==> config.mk <==
export PLATFORM = sky130hd
export DESIGN_NAME = multi_zone_stove
export DESIGN_NICKNAME = d
export VERILOG_FILES = /design/src/rtl/multi_zone_stove.sv
export SDC_FILE = /design/constraint.sdc
export NUM_CORES = 1
export LEC_CHECK = 0
export CAP_MARGIN = 20
export CORE_MARGIN = 8
export CORE_UTILIZATION = 54
export DETAILED_ROUTE_END_ITERATION = 16
export PLACE_DENSITY = 0.77
export SLEW_MARGIN = 20
export SYNTH_ARGS = -nofsm -noshare
export SYNTH_HDL_FRONTEND = slang
export SYNTH_SLANG_ARGS = --single-unit
==> constraint.sdc <==
create_clock -name clk -period 2.7 [get_ports clk]
set_clock_uncertainty 0.15 [all_clocks]
set_input_delay 0.54 -clock clk [delete_from_list [all_inputs] [get_ports clk]]
set_output_delay 0.54 -clock clk [all_outputs]
set_load 0.05 [all_outputs]
==> src/rtl/multi_zone_stove.sv <==
// Multi-zone stove controller: per-zone power levels, residual-heat timers and a child lock,
// decoded onto one active-low 7-segment digit per zone.
module multi_zone_stove #(
   parameter int ZONES       = 4,
   parameter int MAX_LEVEL   = 9,
   parameter int CLK_HZ      = 50_000_000,
   parameter int LOCK_SHOW_S = 2,
   parameter int HOT_S       = 10
) (
   input  logic               clk,
   input  logic               async_reset,
   input  logic               power_toggle,
   input  logic [ZONES-1:0]   zone_toggle,
   input  logic               level_inc,
   input  logic               level_dec,
   input  logic               lock_hold,
   output logic [8*ZONES-1:0] seg_out,
   output logic [ZONES-1:0]   hot_flags,
   output logic               locked
);

   localparam int HOT_W    = $clog2(HOT_S + 1);
   localparam int PRE_W    = (CLK_HZ > 1) ? $clog2(CLK_HZ) : 1;
   localparam int SHOW_CYC = LOCK_SHOW_S * CLK_HZ;
   localparam int SHOW_W   = (SHOW_CYC > 1) ? $clog2(SHOW_CYC) : 1;

   localparam logic [6:0] GLYPH_H     = 7'h09;
   localparam logic [6:0] GLYPH_BLANK = 7'h7F;
   localparam logic [7:0] BYTE_LOCK   = 8'hC7;
   localparam logic [7:0] BYTE_OFF    = 8'hFF;
   localparam logic [7:0] BYTE_HOT    = 8'h89;

   typedef enum logic [2:0] {
      S_OFF,
      S_ON,
      S_LOCK_ARM,
      S_LOCK_SHOW,
      S_UNLOCK_ARM
   } state_t;

   state_t                state, state_nx;
   logic [ZONES-1:0]      sel, sel_nx;
   logic [3:0]            level    [ZONES];
   logic [3:0]            level_nx [ZONES];
   logic [ZONES-1:0]      hot, hot_nx;
   logic [HOT_W-1:0]      hot_sec    [ZONES];
   logic [HOT_W-1:0]      hot_sec_nx [ZONES];
   logic                  locked_nx;
   logic [PRE_W-1:0]      pre_cnt, pre_cnt_nx;
   logic [SHOW_W-1:0]     show_cnt, show_cnt_nx;
   logic                  tick;
   logic                  inc_only, dec_only;
   logic                  lvl_any;
   logic [ZONES-1:0]      hot_set, hot_clr;

   function automatic logic [6:0] digit_glyph(input logic [3:0] v);
      case (v)
         4'd0:    digit_glyph = 7'h40;
         4'd1:    digit_glyph = 7'h79;
         4'd2:    digit_glyph = 7'h24;
         4'd3:    digit_glyph = 7'h30;
         4'd4:    digit_glyph = 7'h19;
         4'd5:    digit_glyph = 7'h12;
         4'd6:    digit_glyph = 7'h02;
         4'd7:    digit_glyph = 7'h78;
         4'd8:    digit_glyph = 7'h00;
         4'd9:    digit_glyph = 7'h10;
         default: digit_glyph = GLYPH_BLANK;
      endcase
   endfunction

   function automatic logic [3:0] sat_inc(input logic [3:0] v);
      sat_inc = (v < 4'(MAX_LEVEL)) ? v + 4'd1 : v;
   endfunction

   function automatic logic [3:0] sat_dec(input logic [3:0] v);
      sat_dec = (v != 4'd0) ? v - 4'd1 : v;
   endfunction

   assign tick       = (pre_cnt == PRE_W'(CLK_HZ - 1));
   assign pre_cnt_nx = tick ? '0 : pre_cnt + PRE_W'(1);
   assign inc_only   = level_inc & ~level_dec;
   assign dec_only   = level_dec & ~level_inc;
   assign hot_flags  = hot;

   always_ff @(posedge clk or negedge async_reset) begin
      if (!async_reset) begin
         state    <= S_OFF;
         sel      <= '0;
         level    <= '{default: '0};
         hot      <= '0;
         hot_sec  <= '{default: '0};
         locked   <= 1'b0;
         pre_cnt  <= '0;
         show_cnt <= '0;
      end else begin
         state    <= state_nx;
         sel      <= sel_nx;
         level    <= level_nx;
         hot      <= hot_nx;
         hot_sec  <= hot_sec_nx;
         locked   <= locked_nx;
         pre_cnt  <= pre_cnt_nx;
         show_cnt <= show_cnt_nx;
      end
   end

   // Next state: only the highest-priority input present in a cycle takes effect.
   always_comb begin
      state_nx    = state;
      sel_nx      = sel;
      level_nx    = level;
      locked_nx   = locked;
      show_cnt_nx = show_cnt;
      hot_set     = '0;
      hot_clr     = '0;
      lvl_any     = 1'b0;
      for (int i = 0; i < ZONES; i++) lvl_any = lvl_any | (level[i] != 4'd0);

      case (state)
         S_OFF: begin
            if (power_toggle) begin
               state_nx = S_ON;
               sel_nx   = '0;
            end
         end
         S_ON: begin
            if (power_toggle) begin
               state_nx = S_OFF;
               sel_nx   = '0;
               for (int i = 0; i < ZONES; i++) begin
                  hot_set[i]  = (level[i] != 4'd0);
                  level_nx[i] = 4'd0;
               end
            end else if (lock_hold) begin
               if (locked)                      state_nx = S_UNLOCK_ARM;
               else if (sel == '0 && !lvl_any)  state_nx = S_LOCK_ARM;
            end else if (zone_toggle != '0) begin
               sel_nx = sel ^ zone_toggle;
            end else if (!locked) begin
               for (int i = 0; i < ZONES; i++) begin
                  if (sel[i] && inc_only && level[i] < 4'(MAX_LEVEL)) begin
                     level_nx[i] = sat_inc(level[i]);
                     hot_clr[i]  = 1'b1;
                  end else if (sel[i] && dec_only && level[i] != 4'd0) begin
                     level_nx[i] = sat_dec(level[i]);
                     hot_set[i]  = (level[i] == 4'd1);
                  end
               end
            end
         end
         S_LOCK_ARM: begin
            if (power_toggle || (!lock_hold && (zone_toggle != '0 || dec_only))) begin
               state_nx = S_ON;
            end else if (!lock_hold && inc_only) begin
               locked_nx   = 1'b1;
               show_cnt_nx = '0;
               state_nx    = S_LOCK_SHOW;
            end
         end
         S_LOCK_SHOW: begin
            if (show_cnt == SHOW_W'(SHOW_CYC - 1)) state_nx = S_OFF;
            else                                  show_cnt_nx = show_cnt + SHOW_W'(1);
         end
         S_UNLOCK_ARM: begin
            if (power_toggle) begin
               state_nx = S_ON;
            end else if (!lock_hold && zone_toggle == '0) begin
               if (dec_only) begin
                  locked_nx = 1'b0;
                  state_nx  = S_ON;
               end else if (inc_only) begin
                  state_nx = S_ON;
               end
            end
         end
         default: state_nx = S_OFF;
      endcase
   end

   // Residual-heat timers run in every state; a fresh power-down restarts the hold.
   always_comb begin
      hot_nx     = hot;
      hot_sec_nx = hot_sec;
      for (int i = 0; i < ZONES; i++) begin
         if (hot_set[i]) begin
            hot_nx[i]     = 1'b1;
            hot_sec_nx[i] = HOT_W'(HOT_S);
         end else if (hot_clr[i]) begin
            hot_nx[i]     = 1'b0;
            hot_sec_nx[i] = '0;
         end else if (tick && hot[i]) begin
            if (hot_sec[i] <= HOT_W'(1)) begin
               hot_nx[i]     = 1'b0;
               hot_sec_nx[i] = '0;
            end else begin
               hot_sec_nx[i] = hot_sec[i] - HOT_W'(1);
            end
         end
      end
   end

   always_comb begin
      seg_out = '1;
      for (int i = 0; i < ZONES; i++) begin
         case (state)
            S_OFF:                    seg_out[8*i +: 8] = hot[i] ? BYTE_HOT : BYTE_OFF;
            S_LOCK_SHOW, S_UNLOCK_ARM: seg_out[8*i +: 8] = BYTE_LOCK;
            default: begin
               if (locked)
                  seg_out[8*i +: 8] = BYTE_LOCK;
               else if (level[i] == 4'd0 && hot[i])
                  seg_out[8*i +: 8] = {~sel[i], GLYPH_H};
               else
                  seg_out[8*i +: 8] = {~sel[i], digit_glyph(level[i])};
            end
         endcase
      end
   end

endmodule
======== Word-level counts from Yosys, hierarchy flattened ========
Memories as Yosys holds them, arrays and structs flattened.
Index checks and enable logic that the tools add are counted.
operators by class
  $add $sub $neg .......................... 14
  $lt $le $gt $ge ......................... 8
  eq/ne operators ......................... 32
  mux-type cells .......................... 119
  bitwise gates (word level) .............. 12
  reductions and logical operators ........ 76
operators by type and width
  kind                                              count
  2-to-1 mux 4 bit                                  46
  2-to-1 mux 27 bit                                 3
  2-to-1 mux 16 bit                                 4
  case mux 8 bit (2 select lines)                   4
  2-to-1 mux 7 bit                                  8
  case mux 27 bit (2 select lines)                  1
  nonzero test 3 bit                                16
  2-to-1 mux 3 bit                                  12
  AND reduction 7 bit                               5
  2-to-1 mux 1 bit                                  33
  2-to-1 mux 8 bit                                  4
  subtractor 4 x 1 -> 4 bit, second input constant  8
  logical AND 1 bit                                 28
  adder 27 x 1 -> 27 bit, second input constant     1
  == test 27 bit, second input constant             1
  inequality test 3 bit, second input constant      9
  adder 26 x 1 -> 26 bit, second input constant     1
  == test 26 bit, second input constant             1
  2-to-1 mux 26 bit                                 1
  logical NOT 4 bit                                 6
  inequality test 2 bit, second input constant      11
  nonzero test 4 bit                                5
  adder 4 x 1 -> 4 bit, second input constant       4
  == test 4 x 1 -> 1 bit, second input constant     4
  21 further kinds                                  45
word-level totals
  bits in registers ....................... 97
  bits in read-only memories .............. 448
  input port bits ......................... 10
  output and inout port bits .............. 37
  memories ................................ 4
memory list
  name              words  width  read ports  clocked after Yosys merged registers in  write ports  RTL line  RTL
  (name not given)  16     7      1           0                                        0            57        case (v)
  (name not given)  16     7      1           0                                        0            57
  (name not given)  16     7      1           0                                        0            57
  (name not given)  16     7      1           0                                        0            57

======== Logic depth before layout (Yosys ltp) ========
  depth after elaboration ................. 13
  depth in mapped cells ................... 9

======== Worst setup path before layout ========
Ideal clock, no wire load.
  kind .................................... register to output
  from .................................... register locked
  to ...................................... output port seg_out[21]
  data arrival time ....................... 2.803 ns
  data required time ...................... 2.010 ns
  path slack .............................. -0.793 ns
  cell stages (with the launch flop) ...... 8
  buffers on the path ..................... 3
  path through ............................ dfrtp_1 > clkbuf_1 > or3_1 > clkbuf_1 > clkbuf_1 > a21oi_1 > nor2_1 > o21ai_0
on the way
  word-level cells in the longest chain between the ends .. 2
RTL lines
  what                             RTL line  RTL
  start: declaration               19        output logic locked
  start signal: assignment         102       locked <= locked_nx;
  2-to-1 mux 8 bit                 210       if (locked)
  case mux 8 bit (2 select lines)  206       case (state)
  end: declaration                 17        output logic [8*ZONES-1:0] seg_out,
No other way between the ends.

======== Worst setup path after layout ========
  from .................................... register state[1]
  to ...................................... output port seg_out[28]
on the way
  word-level cells in the longest chain between the ends .. 3
  elaborated cells between the ends (all ways) .. 5
  classes of those cells .................. eq/ne: 2; mux: 1; reduce/logical: 2
RTL lines
  what                                                     RTL line  RTL
  start: declaration                                       41        state_t state, state_nx;
  start signal: assignment                                 97        state <= state_nx;
  == test 3 bit or == test 3 x 2 -> 1 bit (tied branches)  206
  OR reduction 2 bit                                       -
  case mux 8 bit (2 select lines) (*)                      206
Every way passes the cells marked *; elsewhere a longest branch is shown, timed or not.

==> Implementation_results.wiki <==
{| class="wikitable"
! Metric !! Value
|-
| Run status || finished, violations left
|-
| Failing checks || setup timing
|-
| Cell types with the highest counts after synthesis || sky130_fd_sc_hd__nor2_1, sky130_fd_sc_hd__dfrtp_1, sky130_fd_sc_hd__nand2_1
|-
| Wire length of the first global-routing pass || between 30000 and 40000 um
|-
| Number of vias per cell || 6.08
|-
| Kind of start point of the critical path || flip-flop
|-
| Yosys top cell area share || a little over a third
|-
| Post-synthesis register bit count || 97
|-
| Distinct cell type count after synthesis || 71
|-
| Root Driver || sky130_fd_sc_hd__clkbuf_16
|-
| Clock insertion delay at the later pin of the skew report || 0.36 ns
|-
| Ys async rst share || between 90% and 100%
|-
| Gate Count Post-Synth || between 800 and 900
|-
| Stage delay of the slowest cell on the critical path || between 0.4 and 0.5 ns
|-
| Post-synthesis sequential area ratio || between 30% and 40%
|-
| Violation count after the first detailed-routing iteration || between 800 and 900
|-
| Cell class contributing the biggest share of worst-path delay || simple AND/OR/NAND/NOR gates
|-
| Unrepaired setup endpoints after global routing || true
|-
| Horiz. Die Dim || roughly 130 um
|-
| HPWL Detailed || 14600 um
|-
| Die height || 128 um
|-
| Core outline area || ~12000 sq um
|-
| Max VDD drop || ~1300 uV
|-
| Final min period || between 2 and 3 ns
|-
| Number of diodes || 0
|-
| Clock-pin slew on the worst setup and hold paths || 0.07 ns
|-
| Actual transition at the worst max-transition pin || between 0.6 and 0.7 ns
|-
| Total of endpoints with negative setup slack in the final report || 14
|-
| Post-Syn Nets || around 870
|-
| Aggregate global routing overflow || 0
|-
| Placed instance count || 1104
|-
| Number of levels in the clock H-tree || 3
|-
| Main area contributors after synthesis || sky130_fd_sc_hd__dfrtp_1, sky130_fd_sc_hd__ha_1, sky130_fd_sc_hd__o21ai_0
|-
| Die area || between 15000 and 20000 sq um
|-
| Initial core utilization || about 55%
|-
| Power per unit of standard cell area || ~1100 nW/um^2
|-
| Pin count of the biggest net entering global routing || 43
|-
| Number of hold buffers added after CTS || 0
|-
| Static Leak || about 3.8 nW
|-
| Layout cells sized above 1 || approximately a quarter
|-
| Row count || 41
|-
| Max-capacitance violation count || 0
|-
| Sum of buffers and inverters on the critical path || 1
|-
| Num CTS Buffers || 9
|-
| Placement-stage cell area || a little over 8000 sq um
|-
| Clock sink count || 97
|-
| Number of detailed-routing iterations run before antenna repair || 6
|-
| Via count of the routed design || approximately 6900
|-
| Max frequency || 353 MHz
|-
| Overall power after layout || 9.68 mW
|-
| Synth Area per Inst || roughly 8.3 sq um
|-
| Antenna violations before repair || 0
|-
| Post-synth EDFFs || 0
|-
| Weighted congestion reported at the end of routability-driven placement || ~0.94
|-
| Critical path fanouts, max || 6
|-
| Max Transition Viols Final || 0
|-
| Top Ports || 47
|-
| Slowest stage cell on the critical path || sky130_fd_sc_hd__or3_4
|-
| Number of input and output port buffers inserted || 46
|-
| Count leader, synth || sky130_fd_sc_hd__nor2_1
|-
| TritonCTS clock tree || built
|-
| Via count of the first global-routing pass || 6767
|-
| Longest Clk Path Bufs || 2
|-
| Layout overhead on the synthesized area || 30.2%
|-
| Number of DRC violations after detailed routing || 0
|-
| Netlist area before placement || between 6000 and 7000 sq um
|-
| Final Instance Area || slightly below 9000 sq um
|-
| Global-route total usage across every layer || around 25%
|-
| Tightest Hold Check Type || input pin to asynchronous set/reset pin
|-
| WL per Instance || 17.9 um
|-
| Final cycle utilization of the critical path || 105%
|-
| Final setup margin || -0.132 ns
|-
| Warnings from Yosys || 0
|-
| Worst slack on hold paths || between 0.007 and 0.008 ns
|-
| Post-synth top area cell || sky130_fd_sc_hd__dfrtp_1
|-
| Crit path capture type || output pin
|-
| Kind of critical path || flip-flop to output pin
|-
| CP cell instances || and3b_2 > or3_4 > a211oi_2 > nor2_1 > o21ai_2 > buf_12
|-
| Final setup TNS || -0.834 ns
|-
| Antenna-violating nets left || 0
|-
| Non-filler cells, final || between 1000 and 1500
|-
| Post-detailed-routing wire length || about 20000 um
|-
| Final number of hold-violating endpoints || 0
|-
| Data required time at the worst endpoint || roughly 2 ns
|-
| CP Data Arrival Time || 2.14 ns
|-
| Nets || 1000
|-
| Relative slew slack || between 50% and 60%
|-
| Ys flop type || sky130_fd_sc_hd__dfrtp_1
|}
-- what timing repair did --
action | in CTS | in global routing
endpoints found under the setup margin | 18 | 40
cloned | 1 | 2
buffers inserted | 3 | 5
pin swaps | 7 | 18
resized for setup | 20 | 42
-- sequential cells by signal, summed over array words and instances (netlist names) --
signal	count
locked	1
hot_sec	16
level	16
show_cnt	27
state	3
hot_flags	4
sel	4
pre_cnt	26
-- through the flow --
step	setup slack [ns]	util [%]
floorplan	-0.106	-
global placement	-0.312	66.5
detailed placement	-0.358	66.5
CTS	-0.114	69.7
global route	-0.163	71.1
finish	-0.132	71.1
-- cells in the final DEF (no fill, tap or decap), types with 32 or more instances in the layout --
master | Yosys | final
sky130_fd_sc_hd__buf_4 | 1 | 120
sky130_fd_sc_hd__dfrtp_1 | 97 | 93
sky130_fd_sc_hd__ha_1 | 37 | 35
sky130_fd_sc_hd__inv_1 | 36 | 32
sky130_fd_sc_hd__nand2_1 | 78 | 78
sky130_fd_sc_hd__nand3_1 | 35 | 35
sky130_fd_sc_hd__nor2_1 | 101 | 96
sky130_fd_sc_hd__nor3_1 | 36 | 33
sky130_fd_sc_hd__o21ai_0 | 76 | 57
sky130_fd_sc_hd__xnor2_1 | 35 | 35
-- per-layer routing --
layer	track usage (%)	share of wire [%]	vias to the layer above
met3	4.24	6.1	56
met2	40.9	49	272
li1	-	-	3209
met5	0	0	-
met1	31.2	42	3335
met4	12.0	3.4	0
-- worst paths after layout --
check,start,endpoint,slack [ns],cells past startpoint
min,async_reset,level[5],0.007,1
min in group clk,show_cnt[5],show_cnt[5],0.34,1
max reg2reg,show_cnt[19],state[0],0.12,6
max,state[1],seg_out[28],-0.13,6
max in group asynchronous,async_reset,show_cnt[19],1.68,2
min reg2reg,show_cnt[5],show_cnt[5],0.34,1
-- final cells by class --
type | instances | area [sq um]
clock buffer | 11 | 233
fill | 997 | 3590
multi-input combinational | 649 | 4300
timing repair buffer | 159 | 1450
clock inverter | 5 | 62.6
inverter | 37 | 139
sequential | 97 | 2430
tap | 172 | 215
-- logic make-up after synthesis --
kind of cell / count (synthesis) / share of synthesized area [%]
simple gates: 358 / 26.4
compound gates: 193 / 18.4
flops: 97 / 35.8
buf+inv: 73 / 4.39
xor+xnor: 48 / 6.20
fa+ha+maj: 37 / 6.83
mux: 13 / 2.01
-- power by group --
group          total (mW)  switching (mW)  leakage, nW  internal (mW)
combinational        6.34            3.79         2.50           2.55
clock                1.32           0.595        0.137          0.727
sequential           2.01           0.309         1.17           1.70
No activity file was read; power rests on OpenSTA's default activity.
